## config.mk

```make
export PLATFORM = sky130hd
export DESIGN_NAME = ahb_lite_decode_mux
export DESIGN_NICKNAME = d
export VERILOG_FILES = /design/src/rtl/ahb_lite_decode_mux.sv
export SDC_FILE = /design/constraint.sdc
export NUM_CORES = 1
export LEC_CHECK = 0
export BUFFER_PORTS_ARGS = -buffer_cell sky130_fd_sc_hd__buf_2
export CAP_MARGIN = 30
export CORE_AREA = 2 2 133 135
export CTS_BUF_LIST = sky130_fd_sc_hd__clkbuf_2
export CTS_CLUSTER_DIAMETER = 150
export DETAILED_ROUTE_END_ITERATION = 8
export DIE_AREA = 0 0 135 137
export SLEW_MARGIN = 10
export SYNTH_ARGS = -nofsm -noshare
export SYNTH_HDL_FRONTEND = slang
export SYNTH_SLANG_ARGS = --single-unit
```

## constraint.sdc

```tcl
create_clock -name hclk -period 1.7 [get_ports hclk]
set_input_delay 0.17 -clock hclk [delete_from_list [all_inputs] [get_ports hclk]]
set_output_delay 0.17 -clock hclk [all_outputs]
set_load 0.02 [all_outputs]
```

## src/rtl/ahb_lite_decode_mux.sv

```systemverilog
// 1-master / N-slave AHB-Lite decoder and response mux with a built-in default slave.
// Unmapped NONSEQ/SEQ transfers get a two-cycle ERROR; a saturating counter records them.
module ahb_lite_decode_mux #(
    parameter int NUM_SLAVES    = 4,
    parameter int ADDR_WIDTH    = 32,
    parameter int DATA_WIDTH    = 32,
    parameter int DEC_LSB       = 28,
    parameter int DEC_BITS      = 4,
    parameter int ERR_CNT_WIDTH = 8
) (
    input  logic                             hclk,
    input  logic                             hresetn,
    input  logic [ADDR_WIDTH-1:0]            haddr_m0,
    input  logic [1:0]                       htrans_m0,
    input  logic                             hwrite_m0,
    input  logic [2:0]                       hsize_m0,
    input  logic [2:0]                       hburst_m0,
    input  logic [3:0]                       hprot_m0,
    input  logic                             hmastlock_m0,
    input  logic [DATA_WIDTH-1:0]            hwdata_m0,
    output logic                             hready_m0,
    output logic                             hresp_m0,
    output logic [DATA_WIDTH-1:0]            hrdata_m0,
    output logic [NUM_SLAVES-1:0]            hsel_s,
    output logic [ADDR_WIDTH-1:0]            haddr_s,
    output logic [1:0]                       htrans_s,
    output logic                             hwrite_s,
    output logic [2:0]                       hsize_s,
    output logic [2:0]                       hburst_s,
    output logic [3:0]                       hprot_s,
    output logic                             hmastlock_s,
    output logic [DATA_WIDTH-1:0]            hwdata_s,
    output logic                             hready_s,
    input  logic [NUM_SLAVES-1:0]            hreadyout_s,
    input  logic [NUM_SLAVES-1:0]            hresp_s,
    input  logic [NUM_SLAVES*DATA_WIDTH-1:0] hrdata_s,
    input  logic                             err_clr,
    output logic [ERR_CNT_WIDTH-1:0]         err_cnt,
    output logic [1:0]                       ds_state_dbg
);

    // Handshake: a transfer's address phase is accepted on a rising edge with
    // hready_m0=1; its data phase completes on the next such edge.

    typedef enum logic [1:0] {
        DS_IDLE = 2'd0,
        DS_ERR1 = 2'd1,
        DS_ERR2 = 2'd2
    } ds_state_t;

    localparam int DSEL_W = NUM_SLAVES + 1;
    localparam logic [DSEL_W-1:0] DSEL_DEF = {1'b1, {NUM_SLAVES{1'b0}}};

    ds_state_t                ds_state_q, ds_state_d;
    logic [DSEL_W-1:0]        dsel_q;
    logic [NUM_SLAVES-1:0]    hsel_int;
    logic [DEC_BITS-1:0]      dec;
    logic                     addr_match;
    logic                     unmapped_req;
    logic                     err_entry;
    logic                     ds_hready, ds_hresp;
    logic                     mux_ready, mux_resp;
    logic [DATA_WIDTH-1:0]    mux_rdata;

    assign haddr_s     = haddr_m0;
    assign htrans_s    = htrans_m0;
    assign hwrite_s    = hwrite_m0;
    assign hsize_s     = hsize_m0;
    assign hburst_s    = hburst_m0;
    assign hprot_s     = hprot_m0;
    assign hmastlock_s = hmastlock_m0;
    assign hwdata_s    = hwdata_m0;
    assign hready_s    = hready_m0;

    assign dec = haddr_m0[DEC_LSB +: DEC_BITS];

    always_comb begin
        hsel_int = '0;
        for (int i = 0; i < NUM_SLAVES; i++) begin
            hsel_int[i] = (dec == DEC_BITS'(i));
        end
    end

    assign hsel_s       = hsel_int;
    assign addr_match   = |hsel_int;
    assign unmapped_req = hready_m0 & ~addr_match & htrans_m0[1];

    always_ff @(posedge hclk or negedge hresetn) begin
        if (!hresetn) begin
            dsel_q <= DSEL_DEF;
        end else if (hready_m0) begin
            dsel_q <= {~addr_match, hsel_int};
        end
    end

    always_ff @(posedge hclk or negedge hresetn) begin
        if (!hresetn) begin
            ds_state_q <= DS_IDLE;
        end else begin
            ds_state_q <= ds_state_d;
        end
    end

    always_comb begin
        ds_state_d = ds_state_q;
        ds_hready  = 1'b1;
        ds_hresp   = 1'b0;
        case (ds_state_q)
            DS_IDLE: begin
                if (unmapped_req) ds_state_d = DS_ERR1;
            end
            DS_ERR1: begin
                ds_hready  = 1'b0;
                ds_hresp   = 1'b1;
                ds_state_d = DS_ERR2;
            end
            DS_ERR2: begin
                ds_hresp   = 1'b1;
                ds_state_d = unmapped_req ? DS_ERR1 : DS_IDLE;
            end
            default: ds_state_d = DS_IDLE;
        endcase
    end

    assign ds_state_dbg = ds_state_q;
    assign err_entry    = (ds_state_d == DS_ERR1);

    // Clear wins over a same-cycle increment; the count sticks at all-ones.
    always_ff @(posedge hclk or negedge hresetn) begin
        if (!hresetn) begin
            err_cnt <= '0;
        end else if (err_clr) begin
            err_cnt <= '0;
        end else if (err_entry && (err_cnt != {ERR_CNT_WIDTH{1'b1}})) begin
            err_cnt <= err_cnt + 1'b1;
        end
    end

    always_comb begin
        mux_ready = 1'b0;
        mux_resp  = 1'b0;
        mux_rdata = '0;
        for (int i = 0; i < NUM_SLAVES; i++) begin
            if (dsel_q[i]) begin
                mux_ready = mux_ready | hreadyout_s[i];
                mux_resp  = mux_resp  | hresp_s[i];
                mux_rdata = mux_rdata | hrdata_s[i*DATA_WIDTH +: DATA_WIDTH];
            end
        end
        if (dsel_q[NUM_SLAVES]) begin
            mux_ready = ds_hready;
            mux_resp  = ds_hresp;
            mux_rdata = '0;
        end
    end

    assign hready_m0 = mux_ready;
    assign hresp_m0  = mux_resp;
    assign hrdata_m0 = mux_rdata;

endmodule

```

==> results.md, run 1 <==
- The flow ran to the end, but the final reports show violations.
- The checks that failed: negative setup slack.
- Once placement finished, the instance area stood at a little over 3000 sq um.
- Synthesis inferred 15 register bits.
- From bottom edge to top edge, the die measures 137 um.
- The post-route total power is roughly 0.00079 W.
- The startpoint identified for the worst hold timing path is err_clr.
- Of the post-synthesis cell area, the dominant cell type holds 0.266.
- The static power due to leakage is ~1.7 nW.
- The kind of critical path is flip-flop to flip-flop.
- The floorplan has 48 rows.
- The clock arrives with 0.0150 ns of skew.
- The proportion of total power due to net switching is 0.312.
- For this block, the via count after detailed routing is ~2800.
- The total negative setup slack is -1.48 ns.
- The pin count of the biggest net entering global routing is 35.
- At the worst endpoint, the arrival time is between 2 and 2.5 ns.
- The synthesized design spends more area on one cell type than any other, namely buf_4.
- The residual antenna-violating net count after detailed routing is 0.
- The number of antenna violations at the first check in global routing is 1.
- The tree built by TritonCTS fans out to 15 sinks.
- The sum of routed wire length over all layers is approximately 12000 um.
- The number of clock buffers added by TritonCTS is 3.
- Before CTS, the worst setup slack after placement is -0.280 ns.
- In the final layout, flip-flops and latches occupy about 380 sq um.
- Derived from the worst setup path, the maximum achievable clock frequency is 0.521 GHz.
- The max capacitance violation total is 0.
- The critical path endpoint category is a flip-flop.
- The sequential-to-total area share from yosys stat is 0.169.
- Counting distinct cell types in the post-synthesis netlist gives 33.
- After floorplanning, the core was sized to cover about 17000 sq um.
- The latest clock arrival within the worst-skew pair is 0.31 ns.
- CTS built an H-tree with a depth of 1.
- Internal power comes to roughly 0.00054 W.
- The area enclosed by the die boundary is 18500 sq um.
- The detailed router finished its first iteration with 84 violations.
- The first detailed-routing pass ran for 4 iterations.
- The tightest min-delay check is of the primary input to flip-flop type.
- Counting every net in the synthesized netlist gives 504.
- The power density relative to cell area is 208 nW/um^2.
- The maximum buffer depth of the clock tree is 2.
- For the worst setup path, the data required time is 1.95 ns.
- The number of I/O port buffers is 197.
- Hold timing on the final database bottoms out at a slack of approximately 0.15 ns.
- The share of total power dissipated in the clock network is 0.243.
- The reg-to-reg critical path startpoint is ds_state_dbg[1].
- The analysis attributes to net switching a power of between 0.0002 and 0.00025 W.
- The sum of net half-perimeters after detailed placement is ~8300 um.
- Yosys attributes the largest share of cell area to buf_4 27%, a22oi_1 23%, dfrtp_1 16%.
- The cell sitting at the root of the clock tree is a clkbuf_2.
- VDD sags by at most between 0.3 and 0.4 mV.
- The via count of the first global-routing pass is 2533.
- In the final routed layout, each cell accounts on average for between 15 and 20 um.
- The layout has 1899 filler cells.
- The critical path launch point type is a flip-flop.
- Of the total power, registers draw 0.452.
- The growth of design area from synthesis to finish is 70.4%.
- From left edge to right edge, the die measures 135 um.
- The final weighted congestion in routability-driven placement is 0.714.
- The transition time of the tightest slew-check pin is ~0.44 ns.
- The design area is about 3800 sq um.
- TritonCTS built the clock tree.
- The antenna cell count is 0.
- The aggregate global-route resource usage is 0.115.
- The post-synthesis area per instance is 7.93 sq um.
- The final-report max-slew violation count is 0.
- The total overflow left after global routing is 0.
- The largest fanout on the critical path is 6.
- The instance count of the mapped netlist is 281.
- Of the total power, combinational logic draws 0.305.
- After clock tree synthesis, the clock-pin slew on the worst setup and hold paths is 0.19 ns.
- The starting density of the core is 0.131.
- The per-cell via count in the routed design is 4.24.
- Headroom to the max-slew limit came out at 0.706.
- In the final layout, the share of cells above drive strength 1 is 0.753.
- The first global-routing pass estimated 15700 um of wire.
- In the routed design, unresolved DRC markers number 0.
- Setup repair after global routing could not meet its margin everywhere.
- The final-report hold violation count was 0.
- Yosys printed 0 warnings.
- The fraction of the cycle the final worst path needs is 1.13.
- The origin of the worst setup path is ds_state_dbg[1].
- After synthesis the cells add up to approximately 2200 sq um.
- For the finished layout, the period the worst path requires is 1.92 ns.
- During I/O placement, the number of pins put on the boundary was 344.
- The worst-case setup margin in the final layout is -0.218 ns.
- Setup violations remaining at the end of the flow were counted as 16.
- The area taken by multi-input logic gates is 1440 sq um.
- The total number of nets in the final design is roughly 650.
==> flip-flops by register name, indices dropped and copies added (netlist names) <==
signal / flops
ds_state_dbg: 2
dsel_q: 5
err_cnt: 8
==> power by group through the flow <==
stage / combinational, W / clock [W] / sequential, W
after floorplan: 0.000286 / 0 / 0.000364
after global placement: 0.000220 / 0 / 0.000364
after detailed placement: 0.000223 / 0 / 0.000364
after CTS: 0.000240 / 0.000192 / 0.000357
after global routing: 0.000261 / 0.000208 / 0.000357
final: 0.000241 / 0.000192 / 0.000357
==> what timing repair did <==
item | CTS | global route
gates cloned | 4 | 0
pin swaps | 55 | 21
hold buffers | 1 | 0
resized for setup | 94 | 37
endpoints found under the setup margin | 43 | 43
buffers inserted | 16 | 3
endpoints found under the hold margin | 14 | 0
==> kinds of logic after synthesis <==
group,count (synthesis),synth area share
multiplexers,8,0.0421
AO/OA/AOI/OAI,115,0.350
adder cells (fa/ha/maj),6,0.0337
flip-flops,15,0.169
buffers and inverters,104,0.320
AND/OR/NAND/NOR,33,0.0859
==> layer usage <==
metal,vias up,GRT usage,share of wire
met5,-,0,0.00084
met2,167,0.189,0.47
met4,2,0.0289,0.026
li1,1273,-,-
met1,1307,0.141,0.40
met3,26,0.0444,0.11
==> cell type report <==
class,instances,share of cell area
clock buffer,3,0.00395
clock inverter,1,0.00132
inverter,3,0.00428
multi-input combinational,162,0.379
sequential,15,0.100
tap,225,0.0741
timing repair buffer,246,0.437
==> through the flow <==
step                instances  utilization
finish                    655        0.223
global route              655        0.223
CTS                       653        0.215
detailed placement        628        0.179
global placement          628        0.179
floorplan                 281            -
==> cells in the mapped netlist <==
| master | instances |
|---|---|
| a21boi_2 | 1 |
| a21oi_1 | 38 |
| a21oi_4 | 1 |
| a222oi_1 | 1 |
| a22oi_1 | 67 |
| a41o_1 | 1 |
| a41oi_1 | 1 |
| and3_1 | 1 |
| and4_1 | 1 |
| buf_2 | 3 |
| buf_4 | 79 |
| buf_6 | 3 |
| clkbuf_1 | 16 |
| dfrtp_1 | 14 |
| dfstp_2 | 1 |
| ha_1 | 6 |
| inv_1 | 3 |
| mux2_2 | 7 |
| mux2_4 | 1 |
| nand2_1 | 8 |
| nand3_1 | 1 |
| nand3b_1 | 1 |
| nand4_1 | 1 |
| nor2_1 | 7 |
| nor2b_1 | 3 |
| nor3_2 | 1 |
| nor4_1 | 2 |
| nor4b_1 | 2 |
| nor4b_2 | 1 |
| o21ai_0 | 3 |
| o31ai_1 | 2 |
| or3_1 | 2 |
| or4_1 | 2 |
==> layout by cell type (no fill, tap or decap), drive strengths merged, types with 2 or more instances in the layout <==
master and instances:
buf 245, a22oi 67, a21oi 39, dfrtp 14, nand2 8, mux2 8
nor2 7, ha 6, nor2b 3, clkbuf 3, inv 3, o21ai 3
nor4b 3, o31ai 2, or3 2, nor4 2, or4 2
==> path summary, 6_finish.rpt <==
kind                       depth (start not counted)  slack [ns]         end
max                                                8       -0.22  err_cnt[6]
min                                                2        0.15  err_cnt[7]
max reg2reg                                        8       -0.22  err_cnt[6]
min reg2reg                                        2        0.62  err_cnt[7]
max in group asynchronous                          2        1.13   dsel_q[4]
min in group asynchronous                          2        0.27  err_cnt[2]
==> critical path: stages (launching register included) <==
cell and delay [ns]:
dfrtp_2 0.48, inv_4 0.09, ha_4 0.13, nor2_2 0.04, nor4b_4 0.27, a21oi_4 0.13, buf_6 0.14, or4_4 0.42
a21oi_2 0.14
(Power assumes the default switching activity.)
==> run 2: changes to the inputs <==
Settings changed: CTS_BUF_LIST sky130_fd_sc_hd__clkbuf_2 to unset.
==> results.md, run 2 (synthesis results as in run 1) <==
- The ratio of cells with drive above 1 in the final layout is 0.672 (-0.0813).
- The die boundary width is 135 um (unchanged).
- The number of antenna violations at the first check in global routing is 1 (unchanged).
- The total number of nets in the final design is 645 (-1.4%).
- The routed length per placed instance is 17.1 um (-5.5%).
- The combined flip-flop and latch cell area is 380 sq um (-0.33%).
- The final-report max-slew violation count is 0 (unchanged).
- The worst-case setup margin in the final layout is -0.228 ns (-0.00940 ns).
- The final-report hold violation count is 0 (unchanged).
- The chip height is 137 um (unchanged).
- The count of TritonRoute iterations in the first routing pass is 4 (unchanged).
- The final critical delay including setup and external delays is 1.93 ns (+0.00940 ns).
- The per-cell via count in the routed design is 4.18 (-1.4%).
- The number of clock sinks is 15 (unchanged).
- The library cells used most frequently in the layout, excluding fill and tap cells, are 193 x buf_2, 56 x a22oi_1, 36 x a21oi_1.
- The largest fanout on the critical path was 6 (unchanged).
- The DRC marker count from the first detailed-route iteration is 86 (+2.4%).
- The power density relative to cell area is 303 nW/um^2 (+46%).
- The clock skew after layout is 0.00450 ns (-0.0105 ns).
- STA classifies the critical path startpoint as a flip-flop.
- The sum of routed wire length over all layers is 11000 um (-6.8%).
- The total global routing overflow came to 0 (unchanged).
- The deepest level of the CTS H-tree is 1 (unchanged).
- The area of the core region came to 17100 sq um (unchanged).
- The design area is 3490 sq um (-8.2%).
- The clock tree from TritonCTS is built.
- The arrival time at the worst endpoint is 2.10 ns (-0.06 ns).
- The via count of the first global-routing pass is 2369 (-6.5%).
- The achievable clock frequency came to 0.519 GHz (-0.49%).
- The worst hold path belongs to the class primary input to flip-flop.
- The fraction of the cycle the final worst path needs was 1.13 (+0.00553).
- The CTS buffer count is 3 (unchanged).
- The number of fill cells in the layout was 1927 (+1.5%).
- The register name with the most flops is err_cnt.
- STA classifies the critical path endpoint as a flip-flop.
- The transition time of the tightest slew-check pin is 0.424 ns (-0.0136 ns).
- The wire length of the first global-routing pass is 14400 um (-7.9%).
- The setup slack after placement was -0.280 ns (unchanged).
- The tree is rooted in a clkbuf_16.
- The static power due to leakage was 1.66 nW (-3.3%).
- The required arrival time at the worst endpoint is 1.88 ns (-0.07 ns).
- The maximum buffer depth of the clock tree is 2 (unchanged).
- The critical path is of the flip-flop to flip-flop type.
- The setup-violating endpoint count in the final report is 16 (unchanged).
- The final weighted congestion in routability-driven placement is 0.714 (unchanged).
- The latest clock arrival within the worst-skew pair is 0.25 ns (-0.06 ns).
- The library cell used most frequently in the layout, excluding fill and tap cells, is buf_2.
- The peak ir drop on the vdd network is 0.474 mV (+54%).
- The starting density of the core is 0.131 (unchanged).
- The I/O pin count came to 344 (unchanged).
- The max capacitance violation total is 0 (unchanged).
- The area taken by multi-input logic gates is 1320 sq um (-8.6%).
- The flip-flop count of the largest register, all copies and words added is 8 (unchanged).
- The number of I/O port buffers was 197 (unchanged).
- The pin count of the biggest net entering global routing is 35 (unchanged).
- Relative to the synthesized area, the layout overhead comes to 56.3%.
- The antenna cell count was 0 (unchanged).
- The total number of vias is 2698 (-2.8%).
- The flow ran to the end, but the final reports show violations.
- The aggregate global-route resource usage is 0.105 (-0.00946).
- The worst slew margin relative to its limit was 0.715 (+0.00917).
- The number of rows in the core area is 48 (unchanged).
- The final-layout worst hold slack is 0.232 ns (+0.0828 ns).
- The standard cell area after detailed placement is 3050 sq um (unchanged).
- The final routed DRC violation total is 0 (unchanged).
- The checks that failed: negative setup slack.
- The residual antenna-violating net count after detailed routing is 0 (unchanged).
- The clock input transition at the sequential cells of the worst setup and hold paths was 0.05 ns (-0.14 ns).
- The area enclosed by the die boundary is 18500 sq um (unchanged).
- Setup repair after global routing could not meet its margin everywhere.
- The sum of net half-perimeters after detailed placement is 8290 um (unchanged).
run 2: changes by cell type in the layout (fill, tap and decap cells not counted), sizes merged:
cell,change
buf,-9
run 2: power by group:
| part | switching, W | internal, W | leakage [nW] | total, W |
|---|---|---|---|---|
| combinational | 0.0000970 | 0.000133 | 1.42 | 0.000230 |
| sequential | 0 | 0.000357 | 0.201 | 0.000357 |
| clock | 0.000154 | 0.000315 | 0.0409 | 0.000469 |
run 2: worst paths after layout:
path                            slack, ns  cells after the start         end             from
worst max-delay path                -0.23                      8  err_cnt[6]  ds_state_dbg[1]
worst min-delay path                 0.23                      2  err_cnt[6]          err_clr
worst max register to register      -0.23                      8  err_cnt[6]  ds_state_dbg[1]
worst min register to register       0.62                      3   dsel_q[4]        dsel_q[4]
max in group asynchronous            1.03                      2   dsel_q[4]          hresetn
min in group asynchronous            0.36                      2  err_cnt[2]          hresetn
run 2: repair_timing:
item | in CTS | in global routing
gates resized for setup | 24 | 29
hold endpoints to repair | 14 | 0
setup buffers | 8 | 6
endpoints found under the setup margin | 12 | 14
hold buffers | 1 | 0
pin swaps | 9 | 10
cloned | 1 | 0
run 2: layer usage:
layer,up-vias,share of wire,routed length [um],global-route usage
met5,-,0.00091,10,0
met4,2,0.029,324,0.0365
met3,28,0.13,1430,0.0433
met1,1235,0.39,4280,0.128
met2,178,0.45,5010,0.168
li1,1255,-,-,-
run 2: layout make-up:
| cell class | count | area share |
|---|---|---|
| inverters | 3 | 0.00467 |
| well taps | 225 | 0.0808 |
| clock inverters | 1 | 0.00144 |
| clock buffers | 3 | 0.0215 |
| multi-input cells | 162 | 0.378 |
| repair buffers | 237 | 0.405 |
| flip-flops and latches | 15 | 0.109 |
run 2: stage by stage:
stage,instances,TNS (ns),util,total power [W]
after detailed placement,628,-1.45,0.179,0.000587
final,646,-1.33,0.204,0.00106
after CTS,642,-0.993,0.196,0.00106
after global placement,628,-1.13,0.179,0.000584
after global routing,646,-2.86,0.204,0.00111
after floorplan,281,-1.48,-,0.000649
run 2: worst max-delay path: stages (launching register included):
cell and delay, ns:
dfrtp_2 0.45, inv_4 0.09, ha_4 0.13, nor2_2 0.04
nor4b_4 0.32, a21oi_4 0.14, buf_6 0.14, or4_4 0.42
a21oi_2 0.13
